[config.mk]
export PLATFORM = sky130hd
export DESIGN_NAME = edge_event_arbiter
export DESIGN_NICKNAME = d
export VERILOG_FILES = /design/src/rtl/edge_pkg.sv /design/src/rtl/edge_chan.sv /design/src/rtl/edge_event_arbiter.sv
export SDC_FILE = /design/constraint.sdc
export NUM_CORES = 1
export LEC_CHECK = 0
export ABC_AREA = 1
export BUFFER_PORTS_ARGS = -buffer_cell sky130_fd_sc_hd__buf_2
export CORE_MARGIN = 8
export CORE_UTILIZATION = 58
export CTS_BUF_LIST = sky130_fd_sc_hd__clkbuf_8
export DETAILED_ROUTE_END_ITERATION = 12
export PLACE_DENSITY = 0.88
export SYNTH_ARGS = -nofsm -noshare
export SYNTH_HDL_FRONTEND = slang
export SYNTH_SLANG_ARGS = --single-unit
[constraint.sdc]
create_clock -name clock -period 2.2 [get_ports clock]
set_clock_uncertainty 0.15 [all_clocks]
set_input_delay 0.44 -clock clock [delete_from_list [all_inputs] [get_ports clock]]
set_output_delay 0.44 -clock clock [all_outputs]
set_load 0.01 [all_outputs]
[src/rtl/edge_pkg.sv]
// Shared edge-select encodings and arbiter state type for the edge event arbiter.
package edge_pkg;

    localparam logic [1:0] EDGE_NONE = 2'b00;
    localparam logic [1:0] EDGE_RISE = 2'b01;
    localparam logic [1:0] EDGE_FALL = 2'b10;
    localparam logic [1:0] EDGE_BOTH = 2'b11;

    typedef enum logic {
        IDLE = 1'b0,
        HOLD = 1'b1
    } arb_state_e;

endpackage

[src/rtl/edge_chan.sv]
// One monitored channel: synchroniser, edge detect/qualify, pending event and sticky overflow.
module edge_chan
    import edge_pkg::*;
#(
    parameter int unsigned SYNC_STAGES = 2
) (
    input  logic       clock,
    input  logic       reset_n,
    input  logic       data_i,
    input  logic       enable_i,
    input  logic [1:0] edge_sel_i,
    input  logic       detect_en_i,
    input  logic       grant_i,
    input  logic       ovf_clr_i,
    output logic       pend_o,
    output logic       pend_rise_o,
    output logic       overflow_o
);

    logic [SYNC_STAGES-1:0] sync_q;
    logic dly_q;
    logic pend_q, pend_d;
    logic rise_q, rise_d;
    logic ovf_q, ovf_d;

    logic s, rise, fall, sel_rise, sel_fall, qual, lost;

    assign s        = sync_q[SYNC_STAGES-1];
    assign rise     = s & ~dly_q;
    assign fall     = ~s & dly_q;
    assign sel_rise = (edge_sel_i == EDGE_RISE) || (edge_sel_i == EDGE_BOTH);
    assign sel_fall = (edge_sel_i == EDGE_FALL) || (edge_sel_i == EDGE_BOTH);
    assign qual     = detect_en_i & enable_i & ((rise & sel_rise) | (fall & sel_fall));

    // A grant frees the slot in the same cycle, so a coincident edge is stored rather than lost.
    always_comb begin
        pend_d = pend_q;
        rise_d = rise_q;
        ovf_d  = ovf_q;
        lost   = 1'b0;
        if (!enable_i) begin
            pend_d = 1'b0;
        end else if (qual) begin
            if (pend_q && !grant_i) begin
                lost = 1'b1;
            end else begin
                pend_d = 1'b1;
                rise_d = rise;
            end
        end else if (grant_i) begin
            pend_d = 1'b0;
        end
        if (lost) begin
            ovf_d = 1'b1;
        end else if (ovf_clr_i) begin
            ovf_d = 1'b0;
        end
    end

    always_ff @(posedge clock or negedge reset_n) begin
        if (!reset_n) begin
            sync_q <= '0;
            dly_q  <= 1'b0;
            pend_q <= 1'b0;
            rise_q <= 1'b0;
            ovf_q  <= 1'b0;
        end else begin
            sync_q <= {sync_q[SYNC_STAGES-2:0], data_i};
            dly_q  <= s;
            pend_q <= pend_d;
            rise_q <= rise_d;
            ovf_q  <= ovf_d;
        end
    end

    assign pend_o      = pend_q;
    assign pend_rise_o = rise_q;
    assign overflow_o  = ovf_q;

endmodule

[src/rtl/edge_event_arbiter.sv]
// Edge event arbiter top: warm-up mask, round-robin selection of pending channel events
// and the registered valid/ready event port.
module edge_event_arbiter
    import edge_pkg::*;
#(
    parameter int unsigned NUM_CH      = 4,
    parameter int unsigned ID_W        = 2,
    parameter int unsigned SYNC_STAGES = 2
) (
    input  logic                clock,
    input  logic                reset_n,
    input  logic [NUM_CH-1:0]   data_in,
    input  logic [NUM_CH-1:0]   ch_enable,
    input  logic [2*NUM_CH-1:0] edge_sel,
    output logic                evt_valid,
    input  logic                evt_ready,
    output logic [ID_W-1:0]     evt_ch,
    output logic                evt_edge,
    output logic [NUM_CH-1:0]   overflow,
    input  logic                overflow_clr
);

    localparam int unsigned WARM_MAX = SYNC_STAGES + 1;
    localparam int unsigned WARM_W   = $clog2(WARM_MAX + 1);

    logic [WARM_W-1:0] warm_q, warm_d;
    logic              detect_en;

    arb_state_e        state_q, state_d;
    logic              valid_q, valid_d;
    logic [ID_W-1:0]   ch_q, ch_d;
    logic              edge_q, edge_d;
    logic [ID_W-1:0]   ptr_q, ptr_d;

    logic [NUM_CH-1:0] pend, pend_rise, req, grant_vec;
    logic [ID_W-1:0]   base, win;
    logic              take;

    // Detection stays masked until the synchroniser and delay stage hold post-reset data.
    assign detect_en = (warm_q == WARM_W'(WARM_MAX));
    assign warm_d    = detect_en ? warm_q : warm_q + WARM_W'(1);

    for (genvar i = 0; i < NUM_CH; i++) begin : g_chan
        edge_chan #(
            .SYNC_STAGES(SYNC_STAGES)
        ) u_chan (
            .clock      (clock),
            .reset_n    (reset_n),
            .data_i     (data_in[i]),
            .enable_i   (ch_enable[i]),
            .edge_sel_i (edge_sel[2*i +: 2]),
            .detect_en_i(detect_en),
            .grant_i    (grant_vec[i]),
            .ovf_clr_i  (overflow_clr),
            .pend_o     (pend[i]),
            .pend_rise_o(pend_rise[i]),
            .overflow_o (overflow[i])
        );
    end

    assign req = pend & ch_enable;

    // First requesting channel after base, wrapping; base itself is considered last.
    function automatic logic [ID_W-1:0] rr_pick(input logic [NUM_CH-1:0] r,
                                                input logic [ID_W-1:0]   b);
        logic [ID_W-1:0] w;
        logic [ID_W-1:0] idx;
        w = '0;
        for (int unsigned k = NUM_CH; k >= 1; k--) begin
            idx = ID_W'((32'(b) + k) % NUM_CH);
            if (r[idx]) begin
                w = idx;
            end
        end
        return w;
    endfunction

    assign win = rr_pick(req, base);

    always_comb begin
        state_d   = state_q;
        valid_d   = valid_q;
        ch_d      = ch_q;
        edge_d    = edge_q;
        ptr_d     = ptr_q;
        grant_vec = '0;
        base      = ptr_q;
        take      = 1'b0;
        case (state_q)
            IDLE: take = 1'b1;
            HOLD: begin
                if (evt_ready) begin
                    ptr_d   = ch_q;
                    base    = ch_q;
                    take    = 1'b1;
                    state_d = IDLE;
                    valid_d = 1'b0;
                end
            end
            default: begin
                state_d = IDLE;
                valid_d = 1'b0;
            end
        endcase
        if (take && (|req)) begin
            grant_vec[win] = 1'b1;
            ch_d           = win;
            edge_d         = pend_rise[win];
            state_d        = HOLD;
            valid_d        = 1'b1;
        end
    end

    always_ff @(posedge clock or negedge reset_n) begin
        if (!reset_n) begin
            warm_q  <= '0;
            state_q <= IDLE;
            valid_q <= 1'b0;
            ch_q    <= '0;
            edge_q  <= 1'b0;
            ptr_q   <= ID_W'(NUM_CH - 1);
        end else begin
            warm_q  <= warm_d;
            state_q <= state_d;
            valid_q <= valid_d;
            ch_q    <= ch_d;
            edge_q  <= edge_d;
            ptr_q   <= ptr_d;
        end
    end

    assign evt_valid = valid_q;
    assign evt_ch    = ch_q;
    assign evt_edge  = edge_q;

endmodule

* Word-level counts from Yosys, hierarchy flattened *
Index checks and enable logic that the tools add are counted.

word-level totals
  logic and storage cells = 194
  register bits = 33

operators by class
  add/sub/neg operators = 5
  reductions and logical operators = 34
  order comparisons = 6
  equality and inequality tests = 21
  multiplexer cells = 60
  bitwise operators = 42

operators with widths
  operator                                                            count
  2-to-1 mux 1 bit                                                    46
  bitwise AND 1 bit                                                   24
  equality test 2 bit (second input constant)                         9
  less-than comparator 2 x 3 -> 1 bit (second input constant)         5
  inverter 1 bit                                                      13
  2-to-1 mux 2 bit                                                    6
  inequality test 3 x 1 -> 1 bit (second input constant)              4
  inequality test 3 bit (second input constant)                       4
  AND reduction 3 bit                                                 4
  nonzero test 2 bit                                                  6
  binary-select mux 1 bit (select 2 bit)                              5
  AND reduction 2 bit                                                 5
  equality test 2 x 1 -> 1 bit (second input constant)                4
  logical OR 1 bit                                                    8
  adder 2 x 1 -> 2 bit (second input constant)                        3
  logical AND 1 bit                                                   6
  adder 2 bit (second input constant)                                 2
  bitwise AND 4 bit                                                   1
  zero test 1 bit                                                     4
  2-to-1 mux 4 bit                                                    1
  OR 1 bit                                                            4
  OR reduction 4 bit                                                  1
  demux 1 bit (select 2 bit)                                          1
  greater-or-equal comparator 2 x 1 -> 1 bit (second input constant)  1
  case mux 1 bit (2 select lines)                                     1

* Depth between registers and ports, before layout *
  depth in word-level cells = 20
  gate-level depth with buffers = 17
  depth with buffers taken out = 17

* Modules after synthesis *
Synthesis repeated with hierarchy kept, for this count alone.

unflattened totals
  cells, all modules = 229
  area, all modules = 1820.5 um^2

by module, submodules not included
  module              area an instance (um^2)  sequential area each (um^2)  cells each  instances
  edge_chan           244.0                    150.1                        26          4
  edge_event_arbiter  844.6                    227.7                        125         1

* Least setup slack after synthesis *
No wires, ideal clock.

  path kind = reg2reg
  from = reg state_q
  to = reg g_chan[1].u_chan.rise_q
  setup time = 0.116 ns
  data arrival time = 1.588 ns
  stages on the path, launching flop included = 17
  setup slack = 0.346 ns
  buffers on the path = 0
  clock period less this slack = 1.854 ns
  required time = 1.934 ns
  cells stage by stage = dfrtp_1 > nand2_4 > nand2_2 > nand2_4 > nand2_1 > nand2_2 > nand2_2 > nand2_1 > nand2_1 > nand2_1 > nand2_2 > nor2_4 > nand2_2 > nand2_2 > nand2_1 > nand2_1 > nand2_1

on the way
  word-level cells in the longest chain between the ends = 17
  elaborated cells on any way between the ends = 30

RTL lines
  what                                                                                                                     RTL line                   RTL
  from (decl)                                                                                                              edge_event_arbiter.sv:29   arb_state_e state_q, state_d;
  from (signal assigned)                                                                                                   edge_event_arbiter.sv:124  state_q <= state_d;
  2-to-1 mux 2 bit                                                                                                         -
  adder 2 x 1 -> 2 bit                                                                                                     edge_event_arbiter.sv:70   idx = ID_W'((32'(b) + k) % NUM_CH);
  binary-select mux 1 bit (select 2 bit)                                                                                   edge_event_arbiter.sv:71   if (r[idx]) begin
  2-to-1 mux 1 bit (implied by the code)                                                                                   edge_event_arbiter.sv:71
  2-to-1 mux 2 bit (4 in a row)                                                                                            edge_event_arbiter.sv:71
  less-than comparator 2 x 3 -> 1 bit (implied by the code) or greater-or-equal comparator 2 x 1 -> 1 bit (tied branches)  edge_event_arbiter.sv:106  grant_vec[win] = 1'b1;
  logical AND 1 bit (implied by the code)                                                                                  edge_event_arbiter.sv:106
  2-to-1 mux 1 bit (implied by the code)                                                                                   edge_event_arbiter.sv:106
  demux 1 bit (select 2 bit)                                                                                               edge_event_arbiter.sv:106
  2-to-1 mux 4 bit (*)                                                                                                     edge_event_arbiter.sv:105  if (take && (|req)) begin
  zero test 1 bit (*)                                                                                                      edge_chan.sv:44            if (pend_q && !grant_i) begin
  logical AND 1 bit (*)                                                                                                    edge_chan.sv:44
  inverter 1 bit (no line) (*)                                                                                             -
  AND reduction 3 bit (no line) (*)                                                                                        -
  to (signal assigned)                                                                                                     edge_chan.sv:71            rise_q <= rise_d;
  to (decl)                                                                                                                edge_chan.sv:23            logic rise_q, rise_d;

Every way passes the cells marked *; elsewhere a longest branch is shown, timed or not. The select of a mux whose other input is x is not followed.
A chain may end at the register's enable or synchronous reset.

* Worst setup path after layout *
  from = reg state_q
  to = reg g_chan[0].u_chan.rise_q

on the way
  word-level cells in the longest chain between the ends = 17
  elaborated cells on any way between the ends = 30

RTL lines
  what                                                                                                                     RTL line
  2-to-1 mux 2 bit                                                                                                         -
  adder 2 x 1 -> 2 bit                                                                                                     edge_event_arbiter.sv:70
  binary-select mux 1 bit (select 2 bit)                                                                                   edge_event_arbiter.sv:71
  2-to-1 mux 1 bit (implied by the code)                                                                                   edge_event_arbiter.sv:71
  2-to-1 mux 2 bit (4 in a row)                                                                                            edge_event_arbiter.sv:71
  less-than comparator 2 x 3 -> 1 bit (implied by the code) or greater-or-equal comparator 2 x 1 -> 1 bit (tied branches)  edge_event_arbiter.sv:106
  logical AND 1 bit (implied by the code)                                                                                  edge_event_arbiter.sv:106
  2-to-1 mux 1 bit (implied by the code)                                                                                   edge_event_arbiter.sv:106
  demux 1 bit (select 2 bit)                                                                                               edge_event_arbiter.sv:106
  2-to-1 mux 4 bit (*)                                                                                                     edge_event_arbiter.sv:105
  zero test 1 bit (*)                                                                                                      edge_chan.sv:44
  logical AND 1 bit (*)                                                                                                    edge_chan.sv:44
  inverter 1 bit (no line) (*)                                                                                             -
  AND reduction 3 bit (no line) (*)                                                                                        -
  to (signal assigned)                                                                                                     edge_chan.sv:71
  to (decl)                                                                                                                edge_chan.sv:23

Marked as above.

==> summary.txt <==
Route
  • Total routed wirelength: 3544 um
  • Total number of vias: 1,416
  • Top sig layer: met4
  • Routed length per instance: 13.17 um
  • Met1 Wirelength: 1422 um
  • Initial DRC Count: 84
  • Met2 Wirelength: 1877 um
  • Total iterations of the first detailed-routing run: 5
  • Via density: 5.264
  • Post-route ant nets: 0
  • Met3 WL: 143 um
  • Post-route DRC violation count: 0

Power
  • Gate power share: 37.8%
  • Seq pwr share: 40.6%
  • Clk pwr share: 21.6%
  • Internal: 1.187 mW
  • Switch share: 39.33%
  • Pwr per Cell Area: 996.4 nW/um^2
  • Maximum VDD drop: 0.8454 mV
  • P_leak: 1.056 nW
  • Sw Pwr: 769.4 uW

Critical path
  • Startpoint Class: register
  • Reg2Reg Depth: 16
  • Peak fanout along the critical path: 6
  • Worst R2R End: g_chan[0].u_chan.pend_rise_o
  • Data arrival, critical path: 2.06 ns
  • FF-to-FF setup slack: 0.16 ns
  • Required time worst endpoint: 2.22 ns
  • Crit. End Element: register
  • Critical R2R Launch: state_q
  • Worst Path Class, Setup: register to register
  • Worst setup path start: state_q

Floorplanning
  • DIE HEIGHT: 70.46 um
  • Initial Utilization: 61.85%
  • # rows: 19
  • Die area: 4965 um^2
  • Die width: 70.46 um
  • Core Area: 2781 um^2
  • I/O pin cnt: 28

Clocking
  • Clock transition at path regs: 0.07 ns
  • CTS Buf Count: 5
  • Clk sinks: 33
  • Clock buffer depth: 2
  • Post-CTS Hold Buffers: 0
  • H-tree levels: 2
  • Clock tree root driver cell: clkbuf_8
  • TritonCTS clock tree: done
  • Clk_lat worst skew: 0.29 ns

STA
  • Setup TNS: 0 ns
  • Slew of the pin with the lowest slew margin: 0.6989 ns
  • RSZ-0062 raised after global routing: no
  • Fmax: 491.0 MHz
  • Hold Fails Final Rpt: 0
  • Crit share post-route: 92.57%
  • Tmin final: 2.036 ns
  • Max-slew headroom: 53.41%
  • WHS: 0.05004 ns
  • Max-slew violation count: 0
  • Final setup fails: 0

GRT
  • Vias in the first global route: 1,465
  • Initial antenna violation count: 0
  • Largest net degree at the start of global routing: 34
  • First-pass GRT wire length: 6078 um
  • GRT Overall Usage: 15.28%
  • Total congestion overflow: 0

Job
  • Max Cap Violations: 0

Synthesis
  • Mapped Cells: 205
  • Cell variety after synth: 24
  • Dominant cell type by area after synthesis: dfrtp_1
  • Sequential element share of the synthesized area: 48.15%
  • Count leader, synth: nand2_1
  • Synthesized area: 1720 um^2
  • Syn nets: 226
  • Post-synth ARST share: 100.0%
  • Yosys top cell area share: 45.09%
  • Top post-synthesis cells by count: 68 x nand2_1, 31 x dfrtp_1, 20 x inv_1
  • Largest cells by area after synthesis: dfrtp_1 45%, nand2_1 15%, nand2_2 6.2%, nand3_1 5.5%, nand2_4 5.2%
  • Synth warn: 0
  • Top FF cell, synth: dfrtp_1
  • Yosys reg bits: 33
  • Syn avg cell area: 8.392 um^2
  • EDFF count, synth: 0

Placement
  • Detailed-placement wirelength estimate: 2700 um
  • Buffers on Ports: 27
  • Routability Congestion: 0.8502

Cells and area
  • N_diodes: 0
  • Filler cells: 205
  • Nets: 258
  • Layout cells sized above 1: 32.35%
  • Area delta synth->final: 14.11%

Run status
  • Outcome: completed

Min path
  • Min-delay worst type: primary input to asynchronous set/reset pin
## stage by stage
step	total power [mW]	instances	instance area [um^2]	utilization (%)	worst slack [ns]
2_1_floorplan	1.347	205	1720	-	0.3458
3_5_place_dp	1.534	261	1879	67.57	0.04604
3_3_place_gp	1.515	261	1879	67.57	0.08451
6_report	1.956	269	1963	70.58	0.1635
4_1_cts	1.971	269	1962	70.54	0.09676
5_1_grt	2.090	269	1963	70.58	0.01781
## flip-flops by register name, summed over array words and instances, names as in the netlist
register	flops
evt_ch	2
evt_edge	1
evt_valid	1
g_chan.u_chan.dly_q	4
g_chan.u_chan.overflow_o	4
g_chan.u_chan.pend_o	4
g_chan.u_chan.pend_rise_o	4
g_chan.u_chan.sync_q	8
ptr_q	2
state_q	1
warm_q	2
## cells by family after synthesis
family	count (synthesis)	synth area share (%)
and+or+nand+nor	127	38.62
AOI/OAI and AO/OA	13	4.000
xor gates and xnor gates	1	0.5092
DFF	33	48.15
buffers and inverters	29	7.345
muxes	1	0.6545
adders and majority gates	1	0.7272
## final cells by class
| class | instances | area [um^2] | share of cell area (%) |
|---|---|---|---|
| clock buffer | 5 | 68.82 | 3.505 |
| inverter | 25 | 96.34 | 4.908 |
| sequential | 33 | 829.5 | 42.26 |
| multi-input combinational | 143 | 765.7 | 39.01 |
| timing repair buffer | 29 | 150.1 | 7.648 |
| clock inverter | 3 | 13.76 | 0.7011 |
| tap | 31 | 38.79 | 1.976 |
## timing repair
| action | 4_1_cts | 5_1_grt |
|---|---|---|
| setup endpoints to repair | 0 | 5 |
| hold endpoints to repair | 0 | 0 |
| buffers inserted | 0 | 0 |
| gates resized for setup | 0 | 1 |
## routing by layer
metal | GRT usage (%) | vias to the layer above
met5 | 0 | -
met4 | 8.482 | 0
met3 | 5.226 | 11
met2 | 27.16 | 34
met1 | 15.06 | 666
li1 | - | 705
## placed cells by master (no fill, tap or decap), types with 2 or more instances in the layout
master and count:
nand3_2 2, buf_4 2, nor2_1 7, clkinv_2 2, o21ai_0 4, dfstp_2 2, buf_2 27, dfrtp_1 30
nand3_1 19, a21oi_1 7, inv_2 4, nand3_4 2, nand2_4 8, clkbuf_8 5, nand2_2 17, inv_1 21
nand2_1 68
## worst max-delay path: stages (launching register included)
cell and delay [ns]:
dfrtp_2 0.48, nand2_4 0.12, nand2_1 0.05, nand2_1 0.12
nand2_1 0.08, nand2_2 0.09, nand2_2 0.06, nand2_1 0.05
nand2_1 0.04, nand2_1 0.07, nand2_2 0.10, nor2_4 0.15
nand2_2 0.10, nand2_4 0.08, nand2_2 0.06, nand2_1 0.06
nand2_1 0.05
## how the worst max path moves through the flow
stage | to | slack, ns | cells after the start
5_1_grt | g_chan[2].u_chan.pend_rise_o | 0.02 | 14
2_1_floorplan | g_chan[1].u_chan.pend_rise_o | 0.35 | 16
4_1_cts | g_chan[0].u_chan.overflow_o | 0.1 | 17
6_report | g_chan[0].u_chan.pend_rise_o | 0.16 | 16
3_5_place_dp | g_chan[0].u_chan.pend_rise_o | 0.05 | 18
3_3_place_gp | g_chan[2].u_chan.pend_rise_o | 0.08 | 15
## power groups by stage
stage	registers (mW)	clock network (mW)	logic (mW)
final	0.794	0.423	0.739
after global placement	0.801	0	0.714
after detailed placement	0.802	0	0.732
after global routing	0.806	0.464	0.820
after CTS	0.792	0.437	0.743
after floorplan	0.808	0	0.539
Power figures use the tool's default switching activity.
